## src/rtl/cache_req_sequencer_pkg.sv

```systemverilog
// rtl/cache_req_sequencer_pkg.sv - shared types and constants for the cache request sequencer
package cache_seq_pkg;

    localparam int CSQ_DATA_WIDTH = 32;
    localparam int CSQ_TAG_WIDTH  = 8;
    localparam int STAT_WIDTH     = 16;

    typedef enum logic [0:0] {
        RUN   = 1'b0,
        FLUSH = 1'b1
    } seq_state_t;

    typedef struct packed {
        logic [CSQ_DATA_WIDTH-1:0] data;
        logic                      hit;
        logic [CSQ_TAG_WIDTH-1:0]  tag;
    } rsp_rec_t;

    function automatic logic [STAT_WIDTH-1:0] sat_inc(input logic [STAT_WIDTH-1:0] v);
        return (v == '1) ? v : v + STAT_WIDTH'(1);
    endfunction

endpackage

```

## src/rtl/cache_req_sequencer_seq_queue.sv

```systemverilog
// rtl/cache_req_sequencer_seq_queue.sv - synchronous FIFO with wrap-around pointers and clear
module seq_queue #(
    parameter int WIDTH      = 8,
    parameter int ADDR_WIDTH = 2
) (
    input  logic                  clk,
    input  logic                  rst,
    input  logic                  clear,
    input  logic                  push,
    input  logic [WIDTH-1:0]      push_data,
    input  logic                  pop,
    output logic [WIDTH-1:0]      pop_data,
    output logic [ADDR_WIDTH:0]   count,
    output logic                  full,
    output logic                  empty
);

    localparam int DEPTH = 1 << ADDR_WIDTH;
    localparam logic [ADDR_WIDTH:0] PTR_ONE = {{ADDR_WIDTH{1'b0}}, 1'b1};

    logic [WIDTH-1:0]    mem [DEPTH];
    logic [ADDR_WIDTH:0] wr_ptr;
    logic [ADDR_WIDTH:0] rd_ptr;
    logic                do_push;
    logic                do_pop;

    assign count   = wr_ptr - rd_ptr;
    assign empty   = (wr_ptr == rd_ptr);
    assign full    = (wr_ptr[ADDR_WIDTH] != rd_ptr[ADDR_WIDTH]) &&
                     (wr_ptr[ADDR_WIDTH-1:0] == rd_ptr[ADDR_WIDTH-1:0]);
    assign do_pop  = pop && !empty;
    // a pop frees the slot in the same cycle, so a full queue can still take a push
    assign do_push = push && (!full || do_pop);

    // head reads as zero while empty so nothing stale leaks onto the outputs
    assign pop_data = empty ? '0 : mem[rd_ptr[ADDR_WIDTH-1:0]];

    always_ff @(posedge clk or posedge rst) begin
        if (rst) begin
            wr_ptr <= '0;
            rd_ptr <= '0;
        end else if (clear) begin
            wr_ptr <= '0;
            rd_ptr <= '0;
        end else begin
            if (do_push) wr_ptr <= wr_ptr + PTR_ONE;
            if (do_pop)  rd_ptr <= rd_ptr + PTR_ONE;
        end
    end

    always_ff @(posedge clk) begin
        if (do_push && !clear) mem[wr_ptr[ADDR_WIDTH-1:0]] <= push_data;
    end

endmodule

```

## src/rtl/cache_req_sequencer.sv

```systemverilog
// rtl/cache_req_sequencer.sv - credit-limited lookup sequencer for the cache FIFO (optional stats: CACHE_REQ_SEQ_STATS_EN)
module cache_req_sequencer
    import cache_seq_pkg::*;
#(
    parameter int DATA_WIDTH     = CSQ_DATA_WIDTH,
    parameter int TAG_WIDTH      = CSQ_TAG_WIDTH,
    parameter int REQ_ADDR_WIDTH = 2,
    parameter int RSP_ADDR_WIDTH = 1
) (
    input  logic                  clk,
    input  logic                  rst,
    input  logic                  req_valid,
    input  logic [TAG_WIDTH-1:0]  req_tag,
    output logic                  req_ready,
    output logic                  rsp_valid,
    output logic [DATA_WIDTH-1:0] rsp_data,
    output logic                  rsp_hit,
    output logic [TAG_WIDTH-1:0]  rsp_tag,
    input  logic                  rsp_ready,
    output logic                  rd_en,
    output logic [TAG_WIDTH-1:0]  rd_tag,
    input  logic [DATA_WIDTH-1:0] rd_data,
    input  logic                  rd_valid,
    input  logic                  rd_hit,
    input  logic                  cache_empty,
    input  logic                  flush,
    output logic                  flush_done,
    output logic                  busy
`ifdef CACHE_REQ_SEQ_STATS_EN
    ,
    input  logic                  clear_stats,
    output logic [STAT_WIDTH-1:0] hit_count,
    output logic [STAT_WIDTH-1:0] miss_count
`endif
);

    typedef struct packed {
        logic [DATA_WIDTH-1:0] data;
        logic                  hit;
        logic [TAG_WIDTH-1:0]  tag;
    } rsp_t;

    localparam int RSP_W = $bits(rsp_t);
    localparam logic [RSP_ADDR_WIDTH+1:0] RSP_DEPTH = (RSP_ADDR_WIDTH+2)'(1 << RSP_ADDR_WIDTH);

    seq_state_t                state_q, state_d;
    logic                      inflight_q;
    logic [TAG_WIDTH-1:0]      issued_tag_q;

    logic                      req_push, req_clear, req_full, req_empty;
    logic [REQ_ADDR_WIDTH:0]   req_count;
    logic [TAG_WIDTH-1:0]      req_head;

    logic                      rsp_pop, rsp_full, rsp_empty;
    logic [RSP_ADDR_WIDTH:0]   rsp_count;
    rsp_t                      rsp_in, rsp_out;
    logic [RSP_ADDR_WIDTH+1:0] rsp_used;
    logic                      credit_ok;

    seq_queue #(.WIDTH(TAG_WIDTH), .ADDR_WIDTH(REQ_ADDR_WIDTH)) u_req_q (
        .clk       (clk),
        .rst       (rst),
        .clear     (req_clear),
        .push      (req_push),
        .push_data (req_tag),
        .pop       (rd_en),
        .pop_data  (req_head),
        .count     (req_count),
        .full      (req_full),
        .empty     (req_empty)
    );

    seq_queue #(.WIDTH(RSP_W), .ADDR_WIDTH(RSP_ADDR_WIDTH)) u_rsp_q (
        .clk       (clk),
        .rst       (rst),
        .clear     (1'b0),
        .push      (rd_valid),
        .push_data (rsp_in),
        .pop       (rsp_pop),
        .pop_data  (rsp_out),
        .count     (rsp_count),
        .full      (rsp_full),
        .empty     (rsp_empty)
    );

    // a read may only issue if its response is guaranteed a slot even if nothing drains
    assign rsp_used  = {1'b0, rsp_count} + {{(RSP_ADDR_WIDTH+1){1'b0}}, inflight_q};
    assign credit_ok = rsp_used < RSP_DEPTH;

    assign req_push  = req_valid && req_ready;
    assign rd_tag    = req_head;
    assign rsp_in    = '{data: rd_data, hit: rd_hit, tag: issued_tag_q};
    assign rsp_valid = !rsp_empty;
    assign rsp_pop   = rsp_valid && rsp_ready;
    assign rsp_data  = rsp_out.data;
    assign rsp_hit   = rsp_out.hit;
    assign rsp_tag   = rsp_out.tag;
    assign busy      = (req_count != '0) || inflight_q;

    always_comb begin
        state_d    = state_q;
        req_ready  = 1'b0;
        rd_en      = 1'b0;
        req_clear  = 1'b0;
        flush_done = 1'b0;
        unique case (state_q)
            RUN: begin
                req_ready = !req_full;
                rd_en     = !req_empty && !cache_empty && credit_ok;
                if (flush) state_d = FLUSH;
            end
            FLUSH: begin
                // wait for the outstanding return, then drop whatever is still queued
                if (!inflight_q) begin
                    req_clear  = 1'b1;
                    flush_done = 1'b1;
                    state_d    = RUN;
                end
            end
            default: state_d = RUN;
        endcase
    end

    always_ff @(posedge clk or posedge rst) begin
        if (rst) begin
            state_q      <= RUN;
            inflight_q   <= 1'b0;
            issued_tag_q <= '0;
        end else begin
            state_q <= state_d;
            if (rd_en) begin
                inflight_q   <= 1'b1;
                issued_tag_q <= rd_tag;
            end else if (rd_valid) begin
                inflight_q   <= 1'b0;
            end
        end
    end

`ifdef CACHE_REQ_SEQ_STATS_EN
    always_ff @(posedge clk or posedge rst) begin
        if (rst) begin
            hit_count  <= '0;
            miss_count <= '0;
        end else if (clear_stats) begin
            hit_count  <= '0;
            miss_count <= '0;
        end else if (rd_valid) begin
            if (rd_hit) hit_count  <= sat_inc(hit_count);
            else        miss_count <= sat_inc(miss_count);
        end
    end
`endif

    a_rsp_no_overflow: assert property (@(posedge clk) disable iff (rst)
        !(rd_valid && rsp_full && !rsp_pop));

endmodule

```

## config.mk

```make
export PLATFORM = sky130hd
export DESIGN_NAME = cache_req_sequencer
export DESIGN_NICKNAME = d
export VERILOG_FILES = /design/src/rtl/cache_req_sequencer_pkg.sv /design/src/rtl/cache_req_sequencer_seq_queue.sv /design/src/rtl/cache_req_sequencer.sv
export SDC_FILE = /design/constraint.sdc
export NUM_CORES = 1
export LEC_CHECK = 0
export CAP_MARGIN = 20
export CORE_MARGIN = 1
export CORE_UTILIZATION = 52
export DETAILED_ROUTE_END_ITERATION = 10
export PLACE_DENSITY = 0.77
export SLEW_MARGIN = 20
export SYNTH_ARGS = -nofsm -noshare
export SYNTH_HDL_FRONTEND = slang
export SYNTH_HIERARCHICAL = 1
export SYNTH_SLANG_ARGS = --single-unit
```

## constraint.sdc

```tcl
create_clock -name clk -period 7.1 [get_ports clk]
set_clock_uncertainty 0.2 [all_clocks]
set_input_delay 1.42 -clock clk [delete_from_list [all_inputs] [get_ports clk]]
set_output_delay 1.42 -clock clk [all_outputs]
set_load 0.005 [all_outputs]
```

==> results.toml <==
[status]
status = "complete, no violations"

[sta]
setup_viol = 0
finalCriticalPeriod_ps = 5000
finalHoldViolations = 0
worst_pin_slew_ps = 765
slew_headroom = 0.489
setup_tns_ps = 0
min_period_over_period = 0.704
max_freq_mhz = 200
slew_violations = 0
rsz0062_at_grt = "no"
setup_ws_ps = 2100

[die]
pin_count = 102
dieArea_mm2 = 0.0111
num_rows = 37
core_area_mm2 = 0.0104
start_util = 0.538
die_x_um = 106
die_h_um = 106

[logic_synthesis]
synth_compound_area_frac = 0.0209
syn_nets = 407
async_reset_ff_frac = 0.149
synthSimpleGateAreaFrac = 0.0783
syn_avg_cell_area_um2 = 15.9
synth_top_family_by_area = "multiplexers"
yosysSeqAreaShare = 0.703
synth-seq-cells = 134
yosysWarnings = 6
synth_fa_ha_area_frac = 0.0215
synth_area_mm2 = 0.00558
synth-xor-area-share = 0.0105
synthMuxAreaShare = 0.137
synthDistinctLibCells = 40
synth-edff-count = 114
syn-instance-count = 350
synth_flop_cell = "edfxtp_1"

[place]
gp_congestion = 0.828
port-buffer-count = 101
pre_cts_ws_ps = 2340
post-dp-hpwl_um = 6770

[drt]
wl_met2_um = 5040
vias = 3193
maxUsedRoutingLayer = "met4"
routedLengthMet1_um = 4650
post_drt_wl_per_cell_um = 17.0
ant_nets = 0
routed_wl_um = 10400
drc = 0
wl_met3_um = 560
drt-vias-per-instance = 5.23
drt_iter0_drc = 231
drt_pass1_iterations = 4

[global_routing]
grt_use_total = 0.199
antenna_found_initial = 0
grt_overflow = 0
grt_pass1_wl_um = 16500
grt_pass1_vias = 3192
grt_start_max_net_pins = 45

[critical_path]
cp_cell_sequence = "ha_1, and2_1, nand2_1, inv_1, nor4_2, nand2_2, inv_1, clkdlybuf4s50_1"
r2r.worst_path.cells = 9
cp.arrival_ps = 3380
crit_required_ps = 5480
crit_buf_inv = 3
start_kind = "flop"
cp.depth = 8
r2r_slack_ps = 3410
cpMaxStageDelayCell = "dfrtp_1"
cpMostUsedCell = "inv_1"
r2r-end = "u_req_q/mem[0][7]$_DFFE_PP_"
crit_family = "simple AND/OR/NAND/NOR gates"
cpPeakStageDelay_ps = 770
critPathMaxFanout = 12
regToRegStartpoint = "u_req_q/rd_ptr[0]$_DFFE_PP0P_"
cp-end-kind = "output port"
path_class = "reg -> out"

[hold_path]
whs_path_depth = 0
worstHoldStart = "issued_tag_q[2]$_DFFE_PP0P_"
holdPathEnd = "u_rsp_q/mem[0][2]$_DFFE_PP_"
hold_class = "reg -> reg"

[final_layout]
syn_to_final_growth_pct = 30.7
final_cell_mix = "edfxtp_1, clkdlybuf4s50_1, nor2_1, mux2i_1, dfrtp_1"
final_layout_size_suffix_gt1_frac = 0.137
mostFrequentLayoutCell = "edfxtp_1"
nets = 517

[clock_network]
cts.sinks = 134
clkTransAtPathRegs_ps = 60
cts_setup_buffers = 0
htreeDepth = 4
cts_resized = 0
cts-root-buf = "clkbuf_8"
cts_buffers = 17
cts.path.max_buffers = 2
cts_tree = "yes"
hold_buffers = 0
clk_latency_ps = 510

[pwr]
p_per_area_mw_per_mm2 = 366
p_leak_nw = 2.58
irDropWorstVdd_mv = 0.239

[job]
maxCapViolCount = 0
## area by class of cell
class	instances	area, um^2
diodes	1	2.50
clock buffers	17	414
clock inverters	15	169
fillers	686	3080
inverters	16	60.1
multi-input cells	186	1510
flip-flops and latches	134	3930
well taps	136	170
repair buffers	105	1040
## per-stage QoR
step                      hold slack (ps)  area (um^2)  utilization  total power [mW]  std cells
final                                 272         7290        0.703              2.67        610
after global routing                  281         7290        0.703              2.80        609
after CTS                             276         7290        0.703              2.70        609
after detailed placement              262         6700        0.646              1.84        577
after global placement                251         6700        0.646              1.82        577
after floorplan                       237         5580            -              1.47        350
## worst max path at each step
| stage | startpoint | slack [ps] | end |
|---|---|---|---|
| CTS | u_req_q/rd_ptr[0]$_DFFE_PP0P_ | 2050 | rd_en |
| global placement | cache_empty | 2360 | rd_en |
| global route | u_req_q/rd_ptr[0]$_DFFE_PP0P_ | 1830 | rd_en |
| detailed placement | cache_empty | 2340 | rd_en |
| floorplan | rsp_ready | 1730 | u_rsp_q/mem[0][0]$_DFFE_PP_ |
| finish | u_req_q/rd_ptr[0]$_DFFE_PP0P_ | 2100 | rd_en |
## logic make-up after synthesis
group,count (synthesis)
other,1
muxes,64
AOI/OAI and AO/OA,16
and+or+nand+nor,91
DFF,134
adders and majority gates,9
xor gates and xnor gates,5
buffers and inverters,30
## per-layer routing
metal  global-route usage  up-vias
li1                     -     1512
met1                0.274     1559
met2                0.305      114
met3               0.0476        8
met4               0.0863        0
met5                    0        -
## state kept, by name, summed over array words and instances (netlist names)
signal / cells
inflight_q: 1
issued_tag_q: 8
state_q: 1
u_req_q/mem: 32
u_req_q/rd_ptr: 3
u_req_q/wr_ptr: 3
u_rsp_q/mem: 82
u_rsp_q/rd_ptr: 2
u_rsp_q/wr_ptr: 2
## synthesized netlist by cell type (2+ instances only)
cell type  count  area, um^2
mux2_2        13         146
clkbuf_1       4        15.0
and3_1         4        25.0
o211ai_1       2        15.0
xnor2_1        2        17.5
nand2b_1       2        12.5
nor2_1        51         191
a211o_1        2        17.5
dfrtp_1       20         500
nand2_1        8        30.0
mux2i_1       42         420
edfxtp_1     114        3420
xnor2_2        2        32.5
o21ai_0        3        15.0
buf_6          5        56.3
mux4_2         8         180
a21boi_0       2        15.0
buf_2          5        25.0
nor2b_1        6        37.5
and2_1        11        68.8
or4_1          2        15.0
ha_1           8         100
inv_1         16        60.1
nor3_1         2        10.0
## power breakdown
| group | leakage [nW] | internal [mW] | switching [mW] |
|---|---|---|---|
| Sequential | 1.31 | 0.966 | 0.0659 |
| Combinational | 0.995 | 0.430 | 0.360 |
| Clock | 0.279 | 0.509 | 0.340 |
Note: power is estimated with default switching activity, not from simulation.
